## config.mk

```make
export PLATFORM = sky130hd
export DESIGN_NAME = seq_restoring_divider
export DESIGN_NICKNAME = d
export VERILOG_FILES = /design/src/rtl/seq_restoring_divider.sv
export SDC_FILE = /design/constraint.sdc
export NUM_CORES = 1
export LEC_CHECK = 0
export CORE_ASPECT_RATIO = 1.1
export CORE_MARGIN = 2
export CORE_UTILIZATION = 35
export DETAILED_ROUTE_END_ITERATION = 10
export HOLD_SLACK_MARGIN = 0.02
export PLACE_DENSITY = 0.64
export SLEW_MARGIN = 0
export SYNTH_ARGS = -nofsm -noshare
export SYNTH_HDL_FRONTEND = slang
export SYNTH_SLANG_ARGS = --single-unit
```

## constraint.sdc

```tcl
create_clock -name clk -period 3.8 [get_ports clk]
set_input_delay 0.38 -clock clk [delete_from_list [all_inputs] [get_ports clk]]
set_output_delay 0.38 -clock clk [all_outputs]
set_load 0.01 [all_outputs]
```

## src/rtl/seq_restoring_divider.sv

```systemverilog
// Sequential restoring divider: unsigned DW-bit dividend by VW-bit divisor,
// one quotient bit per clock, MSB first, under a start/done handshake.
// Quotient bits are shifted into the vacated LSBs of the dividend register,
// so after DW steps that register holds the quotient.
// A zero divisor completes immediately with quotient all ones, remainder 0
// and div_by_zero set.
// Optional build macro DIV_SELFCHECK_EN adds check_err, which flags a
// completion where quotient*divisor+remainder differs from the dividend or
// where remainder >= divisor.
`timescale 1ns/1ps

module seq_restoring_divider #(
   parameter int DW = 8,
   parameter int VW = 4
) (
   input  logic          clk,
   input  logic          rst,
   input  logic          start,
   input  logic [DW-1:0] dividend,
   input  logic [VW-1:0] divisor,
   output logic          busy,
   output logic          done,
   output logic [DW-1:0] quotient,
   output logic [VW-1:0] remainder,
   output logic          div_by_zero
`ifdef DIV_SELFCHECK_EN
   ,
   output logic          check_err
`endif
);

   localparam int CW = (DW > 1) ? $clog2(DW) : 1;

   typedef enum logic [1:0] {IDLE, RUN, DONE} state_t;

   state_t        state, state_nxt;
   logic [DW-1:0] dvd;        // dividend bits still to consume; quotient bits enter at the LSB
   logic [VW-1:0] dvs;
   logic [VW-1:0] pr;         // partial remainder; always < dvs between steps
   logic [CW-1:0] cnt;
   logic          accept;
   logic          zero_req;
   logic          last_step;
   logic [VW:0]   pr_shift;
   logic [VW-1:0] pr_step;
   logic          q_bit;
   logic [DW-1:0] q_final;

`ifdef DIV_SELFCHECK_EN
   logic [DW-1:0] dvd_keep;   // untouched copy of the accepted dividend

   // Returns 1 when the result pair does not reconstruct the dividend.
   function automatic logic check_fail(input logic [DW-1:0] q,
                                       input logic [VW-1:0] r,
                                       input logic [VW-1:0] d,
                                       input logic [DW-1:0] n);
      logic [DW+VW-1:0] recon;
      recon = (DW+VW)'(q) * (DW+VW)'(d) + (DW+VW)'(r);
      return (recon != (DW+VW)'(n)) || (r >= d);
   endfunction
`endif

   // A request is taken whenever no division is running.
   assign accept    = start && (state != RUN);
   assign zero_req  = (divisor == '0);
   assign last_step = (state == RUN) && (cnt == '0);
   assign busy      = (state == RUN);
   assign done      = (state == DONE);

   // One restoring step: shift in the next dividend bit, subtract if it fits.
   always_comb begin
      pr_shift = {pr, dvd[DW-1]};
      q_bit    = (pr_shift >= {1'b0, dvs});
      pr_step  = pr_shift[VW-1:0];
      if (q_bit) begin
         pr_step = VW'(pr_shift - {1'b0, dvs});
      end
      q_final  = {dvd[DW-2:0], q_bit};
   end

   // State register.
   always_ff @(posedge clk or posedge rst) begin
      if (rst) begin
         state <= IDLE;
      end else begin
         state <= state_nxt;
      end
   end

   // Next-state logic.
   always_comb begin
      state_nxt = state;
      case (state)
         IDLE: begin
            if (start) begin
               state_nxt = zero_req ? DONE : RUN;
            end
         end
         RUN: begin
            if (cnt == '0) begin
               state_nxt = DONE;
            end
         end
         DONE: begin
            if (start) begin
               state_nxt = zero_req ? DONE : RUN;
            end else begin
               state_nxt = IDLE;
            end
         end
         default: state_nxt = IDLE;
      endcase
   end

   // Operand and partial-remainder datapath; contents only matter while running.
   always_ff @(posedge clk) begin
      if (accept && !zero_req) begin
         dvd <= dividend;
         dvs <= divisor;
         pr  <= '0;
      end else if (state == RUN) begin
         dvd <= q_final;
         pr  <= pr_step;
      end
   end

`ifdef DIV_SELFCHECK_EN
   // Keep the original dividend for the reconstruction check.
   always_ff @(posedge clk) begin
      if (accept && !zero_req) begin
         dvd_keep <= dividend;
      end
   end
`endif

   // Step counter and result registers; results change only on DONE entry.
   always_ff @(posedge clk or posedge rst) begin
      if (rst) begin
         cnt         <= '0;
         quotient    <= '0;
         remainder   <= '0;
         div_by_zero <= 1'b0;
      end else begin
         if (accept) begin
            div_by_zero <= zero_req;
            if (zero_req) begin
               quotient  <= '1;
               remainder <= '0;
            end else begin
               cnt <= CW'(DW-1);
            end
         end else if (state == RUN) begin
            cnt <= cnt - CW'(1);
            if (last_step) begin
               quotient  <= q_final;
               remainder <= pr_step;
            end
         end
      end
   end

`ifdef DIV_SELFCHECK_EN
   // Reconstruction check evaluated on every DONE entry.
   always_ff @(posedge clk or posedge rst) begin
      if (rst) begin
         check_err <= 1'b0;
      end else if (accept && zero_req) begin
         check_err <= 1'b0;
      end else if (last_step) begin
         check_err <= check_fail(q_final, pr_step, dvs, dvd_keep);
      end
   end
`endif

endmodule
```

==> impl_metrics.ini, run 1 <==
[place]
post_dp_cell_area_um2 = 1970
dp_hpwl_um = 2700
portBuffers = 29
gp_congestion = 0.774

[synthesis]
netlist_instances = 151
yosysSeqAreaShare_pct = 53.9
synth-main-ff-cell = dfrtp_1
synth_area_um2 = 1650
synth_top_cells_by_area = dfrtp_1, edfxtp_1, nand2_1
synth-edff-count = 12
syn_avg_cell_area_um2 = 10.9
synthDistinctLibCells = 45
yosys.area.top_type = dfrtp_1
ys_warn_count = 0
synth_top_area_share_pct = 27.3
yosysMostFrequentCell = nand2_1
synth_nets = 173
ys_ff_latch = 34
async_flop_share_pct = 52.9
synth_common_cells = nand2_1, dfrtp_1, edfxtp_1, inv_1, o22a_1

[job]
drv_cap = 0

[setup_path]
critPathMaxFanout = 16
reg2reg_depth = 5
setup.worst_path.class = reg -> reg
r2r-start = state[0]
r2r_slack_ps = 1240
arrival_ps = 2730
critPathLaunchType = register
r2r_end = quotient[4]
required_ps = 3970
critPathCaptureType = register

[clocking]
h-tree-depth = 2
cts_buffer_depth = 2
cts_root_buffer = clkbuf_8
cts_setup_buffers = 0
postCtsHoldBufs = 0
cts_resized = 0
path_clk_slew_ps = 70
cts_sinks = 34
cts_tree = yes
cts_buffers = 5
insertion_delay_ps = 290

[sta]
finalSetupTns_ps = 0
setup_viol = 0
skew_ps = 6.13
period_share_pct = 67.3
maxSlewHeadroom_pct = 54.1
drv_slew = 0
tightestPinTransition_ps = 688
fmax_mhz = 391
timing.final.hold_violations = 0
rsz0062_at_grt = no
min_period_ps = 2560

[min_path]
min_from = pr[3]
whs_endpoint = pr[3]
worst_hold_path_type = reg -> reg
hold_depth = 2

[floorplan]
num_rows = 26
num_io_pins = 30
start_util_pct = 36.0
dieArea_um2 = 5290
die_w_um = 69.5
design.core.area_um2 = 4590
die_h_um = 76.1

[final_layout]
fin_area_um2 = 2050
drive_gt1_share_pct = 8.84
fin_util_pct = 44.8
multi_input_area_um2 = 673
finalNetCount = 202
fillerInstances = 437
seqCellArea_um2 = 891
antennaDiodeCount = 0
syn_to_final_growth_pct = 24.3

[detailed_routing]
num_vias = 1224
drc_errors = 0
wl_um = 3610
drtPass1Iterations = 4
drtIter0Drc = 50
wl_per_cell_um = 15.2
via_per_inst = 5.16
ant_nets = 0

[global_routing]
antenna_found_initial = 0
grt_pass1_wl_um = 5990
grt_usage_pct = 14.5
grt_max_degree = 19
grt_overflow = 0
grt_pass1_vias = 1221

[power]
power_mw = 1.80
p_leak_nw = 0.869
power-per-cell-area_nw_per_um2 = 877
vdd_ir_drop_max_mv = 0.347

[outcome]
outcome = completed
## metrics by stage
| step | instances | hold slack (ps) | worst slack [ps] |
|---|---|---|---|
| floorplan | 151 | 319 | 2000 |
| global placement | 229 | 460 | 1360 |
| detailed placement | 229 | 470 | 1240 |
| CTS | 237 | 480 | 1230 |
| global route | 237 | 503 | 947 |
| finish | 237 | 473 | 1240 |
## power by group
group          internal [mW]  switching, mW  total [mW]  leakage (nW)
logic                  0.401          0.464       0.864         0.465
clock network          0.126          0.129       0.255        0.0426
registers              0.579          0.103       0.682         0.362
total                   1.11          0.696        1.80         0.869
## worst max path at each step
stage | startpoint | end | slack [ps] | depth (start not counted)
after floorplan | dvd[7] | remainder[0] | 2000 | 6
after global placement | divisor[1] | cnt[2] | 1360 | 6
after detailed placement | state[0] | quotient[5] | 1240 | 5
after CTS | state[0] | quotient[5] | 1230 | 5
after global routing | state[1] | quotient[4] | 950 | 5
final | state[0] | quotient[4] | 1240 | 5
## placed cells by master, fill, tap and decap left out, types with 2 or more instances in the layout
master and instances:
nand2_1 29, clkdlybuf4s50_1 29, dfrtp_1 18, inv_1 12, edfxtp_1 12, o22a_1 7, a21oi_1 6, ha_1 6
nand3_1 5, clkbuf_8 5, dfxtp_1 4, nand2b_1 3, nor4_1 3, o21ai_0 3, nor2b_1 2, clkinv_1 2
a21o_1 2, and3_1 2, a311o_1 2, and3_4 2, o31ai_2 2, o32ai_2 2
## sequential cells by signal, summed over array words and instances (netlist names)
register / count
quotient: 8
state: 2
dvs: 4
div_by_zero: 1
dvd: 8
cnt: 3
pr: 4
remainder: 4
## worst max-delay path, stage by stage, from the launching register on
cell,delay [ps]
dfrtp_1,390
nand2b_1,470
clkinv_1,370
nand2_1,500
nand2_1,410
o22a_1,290
## logic make-up (layout without fill, tap and decap cells)
family | count (synthesis) | count (layout) | synth area share [%]
adders and majority gates | 7 | 7 | 5.75
DFF | 34 | 34 | 53.9
AOI/OAI and AO/OA | 35 | 35 | 17.8
and+or+nand+nor | 54 | 54 | 16.7
buffers and inverters | 20 | 50 | 5.37
xor gates and xnor gates | 1 | 1 | 0.530
## per-layer routing
layer / GRT usage, % / up-vias / share of wire (%)
met3: 5.03 / 6 / 5.4
met2: 23.3 / 27 / 49
met4: 5.29 / 0 / 1.5
li1: - / 598 / -
met1: 18.0 / 593 / 44
met5: 0 / - / 0
## layout make-up
cell class	instances	area share, %
sequential	34	43.4
timing repair buffer	29	14.1
clock buffer	6	3.53
multi-input combinational	97	32.8
tap	56	3.41
inverter	13	2.38
clock inverter	2	0.426
No activity file was read; power rests on OpenSTA's default activity.
==> run 2: changes to the inputs <==
==> constraint.sdc (replaced) <==
create_clock -name clk -period 2.46 [get_ports clk]
set_input_delay 0.246 -clock clk [delete_from_list [all_inputs] [get_ports clk]]
set_output_delay 0.246 -clock clk [all_outputs]
set_load 0.01 [all_outputs]
==> run 2 against run 1 <==
Die area did not move; global-route usage rose by 0.12 points; worst hold slack got worse by 110 ps; critical path type unchanged; largest cell class unchanged.
==> impl_metrics.ini, run 2 (synthesized netlist as in run 1, its figures left out) <==
[outcome]
outcome = completed

[clocking]
cts_buffer_depth = 2
cts_setup_buffers = 0
cts_buffers = 5
postCtsHoldBufs = 0
h-tree-depth = 2
cts_sinks = 34
cts_resized = 0
insertion_delay_ps = 280
path_clk_slew_ps = 70
cts_root_buffer = clkbuf_8
cts_tree = yes

[global_routing]
grt_pass1_vias = 1337
grt_usage_pct = 14.6
grt_pass1_wl_um = 6210
grt_max_degree = 19
antenna_found_initial = 0
grt_overflow = 0

[final_layout]
syn_to_final_growth_pct = 27.3
drive_gt1_share_pct = 11.4
layout_common_cells = nand2_1, clkdlybuf4s50_1, dfrtp_1, inv_1, edfxtp_1
antennaDiodeCount = 0
fillerInstances = 419
finalNetCount = 205
top_regs = dvd x8, quotient x8

[power]
p_switching_mw = 1.07
vdd_ir_drop_max_mv = 0.567
clkPwrFrac_pct = 17.4
swShare_pct = 36.8
power.internal_mw = 1.84
p_seq_share_pct = 36.2
p_leak_nw = 0.898
power-per-cell-area_nw_per_um2 = 1380
combPwrFrac_pct = 46.4

[setup_path]
max_stage_delay_ps = 490
crit_chain = ha_1, nand2b_1, a2111o_1, and3_4, o32ai_2
critPathCaptureType = register
critPathLaunchType = register
critPathMaxFanout = 5
arrival_ps = 2130
setup.worst_path.class = reg -> reg
cpMaxStageDelayCell = a2111o_1
required_ps = 2650

[sta]
setup_viol = 0
maxSlewHeadroom_pct = 53.6
period_share_pct = 79.0
finalSetupTns_ps = 0
min_period_ps = 1940
drv_slew = 0
tightestPinTransition_ps = 695
hold_slack_ps = 363
skew_ps = 4.21
timing.final.hold_violations = 0
fmax_mhz = 515
rsz0062_at_grt = no

[detailed_routing]
via_per_inst = 5.05
wl_per_cell_um = 14.8
wl_um = 3560
drtPass1Iterations = 4
ant_nets = 0
drc_errors = 0
num_vias = 1213
drtIter0Drc = 38

[floorplan]
num_rows = 26
die_h_um = 76.1
dieArea_um2 = 5290
die_w_um = 69.5
num_io_pins = 30
design.core.area_um2 = 4590
start_util_pct = 36.0

[min_path]
worst_hold_path_type = in -> async

[place]
dp_hpwl_um = 2680
portBuffers = 29
gp_congestion = 0.813

[job]
drv_cap = 0
run 2: cell types whose count changed in the layout (fill, tap and decap cells not counted):
cell       previous run  this run
buf_4                 0         3
bufinv_16             0         1
clkbuf_1              1         0
clkinv_1              2         1
clkinv_2              1         2
run 2: cell type report:
| class | count | area (um2) | area share (%) |
|---|---|---|---|
| Clock buffer | 5 | 68.8 | 3.27 |
| Timing Repair Buffer | 32 | 313 | 14.9 |
| Sequential cell | 34 | 891 | 42.3 |
| Multi-Input combinational cell | 97 | 673 | 32.0 |
| Tap cell | 56 | 70.1 | 3.33 |
| Clock inverter | 3 | 40.0 | 1.90 |
| Inverter | 13 | 48.8 | 2.32 |
run 2: worst paths after layout:
check | end | cells past startpoint | from | slack (ps)
max | remainder[0] | 5 | dvs[0] | 520
min | quotient[3] | 2 | rst | 360
max reg2reg | remainder[0] | 5 | dvs[0] | 520
min reg2reg | pr[3] | 2 | pr[3] | 470
max in group asynchronous | remainder[1] | 2 | rst | 1650
min in group clk | pr[3] | 2 | pr[3] | 470
run 2: per-stage QoR:
step	area (um2)	setup WS (ps)	instances	util, %	power (mW)
after floorplan	1650	664	151	-	1.96
after global placement	2000	384	232	43.5	2.37
after detailed placement	2000	269	232	43.5	2.41
after CTS	2100	501	240	45.9	2.93
after global routing	2100	418	240	45.9	3.12
final	2100	517	240	45.9	2.90
run 2: routing by layer:
metal  part of all wire (%)  GRT usage, %  vias to the layer above
li1                       -             -                      603
met1                     43          17.2                      580
met3                    4.5          4.10                        5
met4                    1.1          4.12                        0
met5                      0             0                        -
met2                     51          25.9                       25
run 2: worst max-delay path: cells and delay by family (launching register included):
family	cells	cell delay, ps
AO/OA/AOI/OAI	2	730
flip-flops	1	410
AND/OR/NAND/NOR	2	390
adder cells (fa/ha/maj)	1	300
run 2: power groups by stage:
stage                     clock network (mW)  logic, mW  registers [mW]
after detailed placement                   0       1.35            1.06
after global routing                   0.544       1.50            1.08
after CTS                              0.514       1.36            1.05
after global placement                     0       1.31            1.06
final                                  0.505       1.35            1.05
after floorplan                            0      0.895            1.06
==> run 3: changes to the inputs <==
==> constraint.sdc (replaced) <==
create_clock -name clk -period 1.8 [get_ports clk]
set_input_delay 0.18 -clock clk [delete_from_list [all_inputs] [get_ports clk]]
set_output_delay 0.18 -clock clk [all_outputs]
set_load 0.01 [all_outputs]
==> run 3 against run 2 <==
The run now ends with setup timing left; combinational power rose by 64%; clock skew rose by 3.4 ps; non-clock buffer count rose by 17; worst hold slack got worse by 150 ps; global-route usage rose by 1.6 points; setup slack got worse by 540 ps; largest power group unchanged.
==> impl_metrics.ini, run 3 (synthesized netlist as in run 1, its figures left out) <==
[clocking]
cts_buffers = 5
cts_sinks = 34
postCtsHoldBufs = 0
path_clk_slew_ps = 70
h-tree-depth = 2
cts_root_buffer = clkbuf_8
cts_setup_buffers = 0
insertion_delay_ps = 290
cts_buffer_depth = 2
cts_tree = yes

[final_layout]
finalNetCount = 222
layout_common_cells = nand2_1, clkdlybuf4s50_1, buf_4, dfrtp_1, edfxtp_1
syn_to_final_growth_pct = 39.1
top_regs = dvd x8, quotient x8
fin_util_pct = 50.1
finalNonFillerCells = 257
antennaDiodeCount = 0
drive_gt1_share_pct = 24.9

[detailed_routing]
drc_errors = 0
num_vias = 1310
via_per_inst = 5.10
wl_per_cell_um = 15.6
drtIter0Drc = 38
wl_um = 4020
drtPass1Iterations = 4
ant_nets = 0

[power]
power-per-cell-area_nw_per_um2 = 1840
vdd_ir_drop_max_mv = 0.738
power_mw = 4.22
p_leak_nw = 0.982

[sta]
maxSlewHeadroom_pct = 67.0
skew_ps = 7.58
hold_slack_ps = 213
setup_viol = 2
fmax_mhz = 549
finalSetupTns_ps = -30.7
final.setup.worst_slack_ps = -21.7
period_share_pct = 101
timing.final.hold_violations = 0
min_period_ps = 1820
tightestPinTransition_ps = 492
drv_slew = 0
rsz0062_at_grt = yes

[global_routing]
grt_max_degree = 19
grt_usage_pct = 16.2
grt_overflow = 0
antenna_found_initial = 0
grt_pass1_vias = 1387
grt_pass1_wl_um = 6800

[outcome]
violations = setup timing
outcome = finished with violations

[setup_path]
r2r_end = remainder[1]
reg2reg_depth = 6
arrival_ps = 2020
setup.worst_path.class = reg -> reg
required_ps = 1990
critPathLaunchType = register
r2r_slack_ps = -20
critPathMaxFanout = 5
r2r-start = dvs[2]
critPathCaptureType = register

[floorplan]
num_rows = 26
die_h_um = 76.1
dieArea_um2 = 5290
num_io_pins = 30
start_util_pct = 36.0
die_w_um = 69.5
design.core.area_um2 = 4590

[place]
portBuffers = 29
dp.cells = 249
gp_congestion = 0.852
dp_hpwl_um = 2880

[min_path]
worst_hold_path_type = in -> async

[job]
drv_cap = 0
==> run 3: worst max-delay path, stage by stage, from the launching register on <==
cell,delay [ps]
edfxtp_1,350
inv_1,90
ha_2,280
or2_2,300
a21o_1,250
and3_4,210
o32ai_2,250
==> run 3: worst max-delay path by stage <==
| stage | from | end | slack (ps) | cells past startpoint |
|---|---|---|---|---|
| floorplan | dvd[7] | remainder[0] | 4 | 6 |
| global placement | divisor[1] | remainder[2] | -130 | 6 |
| detailed placement | divisor[0] | remainder[2] | -150 | 6 |
| CTS | dvd[7] | remainder[1] | -6 | 6 |
| global route | dvd[7] | remainder[0] | -80 | 6 |
| finish | dvs[2] | remainder[1] | -20 | 6 |
==> run 3: cell type report <==
| cell class | instances | area (um2) |
|---|---|---|
| sequential | 34 | 891 |
| timing repair buffer | 49 | 440 |
| tap | 56 | 70.1 |
| multi-input combinational | 97 | 756 |
| clock inverter | 1 | 5.00 |
| inverter | 13 | 51.3 |
| fill | 409 | 2290 |
| clock buffer | 7 | 86.3 |
==> run 3: stage by stage <==
stage	setup slack [ps]	cell area (um2)
6_report	-21.7	2300
3_3_place_gp	-129	2120
4_1_cts	-6.24	2260
3_5_place_dp	-154	2120
5_1_grt	-80.8	2300
2_1_floorplan	4.27	1650
==> run 3: power by group <==
part | switching (mW) | leakage [nW] | internal (mW)
clock | 0.269 | 0.0482 | 0.308
combinational | 1.12 | 0.572 | 1.09
sequential | 0.210 | 0.362 | 1.22
total | 1.60 | 0.982 | 2.62
==> run 3: timing repair <==
item,4_1_cts,5_1_grt
resized for setup,7,9
cloned,0,0
endpoints found under the setup margin,8,8
pin swaps,4,2
==> run 3: routing by layer <==
metal  global-route usage (%)  vias to the layer above  wire [um]
li1                         -                      637          -
met1                     18.6                      636       1700
met2                     28.5                       28       2070
met3                     4.63                        9        164
met4                     6.08                        0         77
met5                        0                        -          0
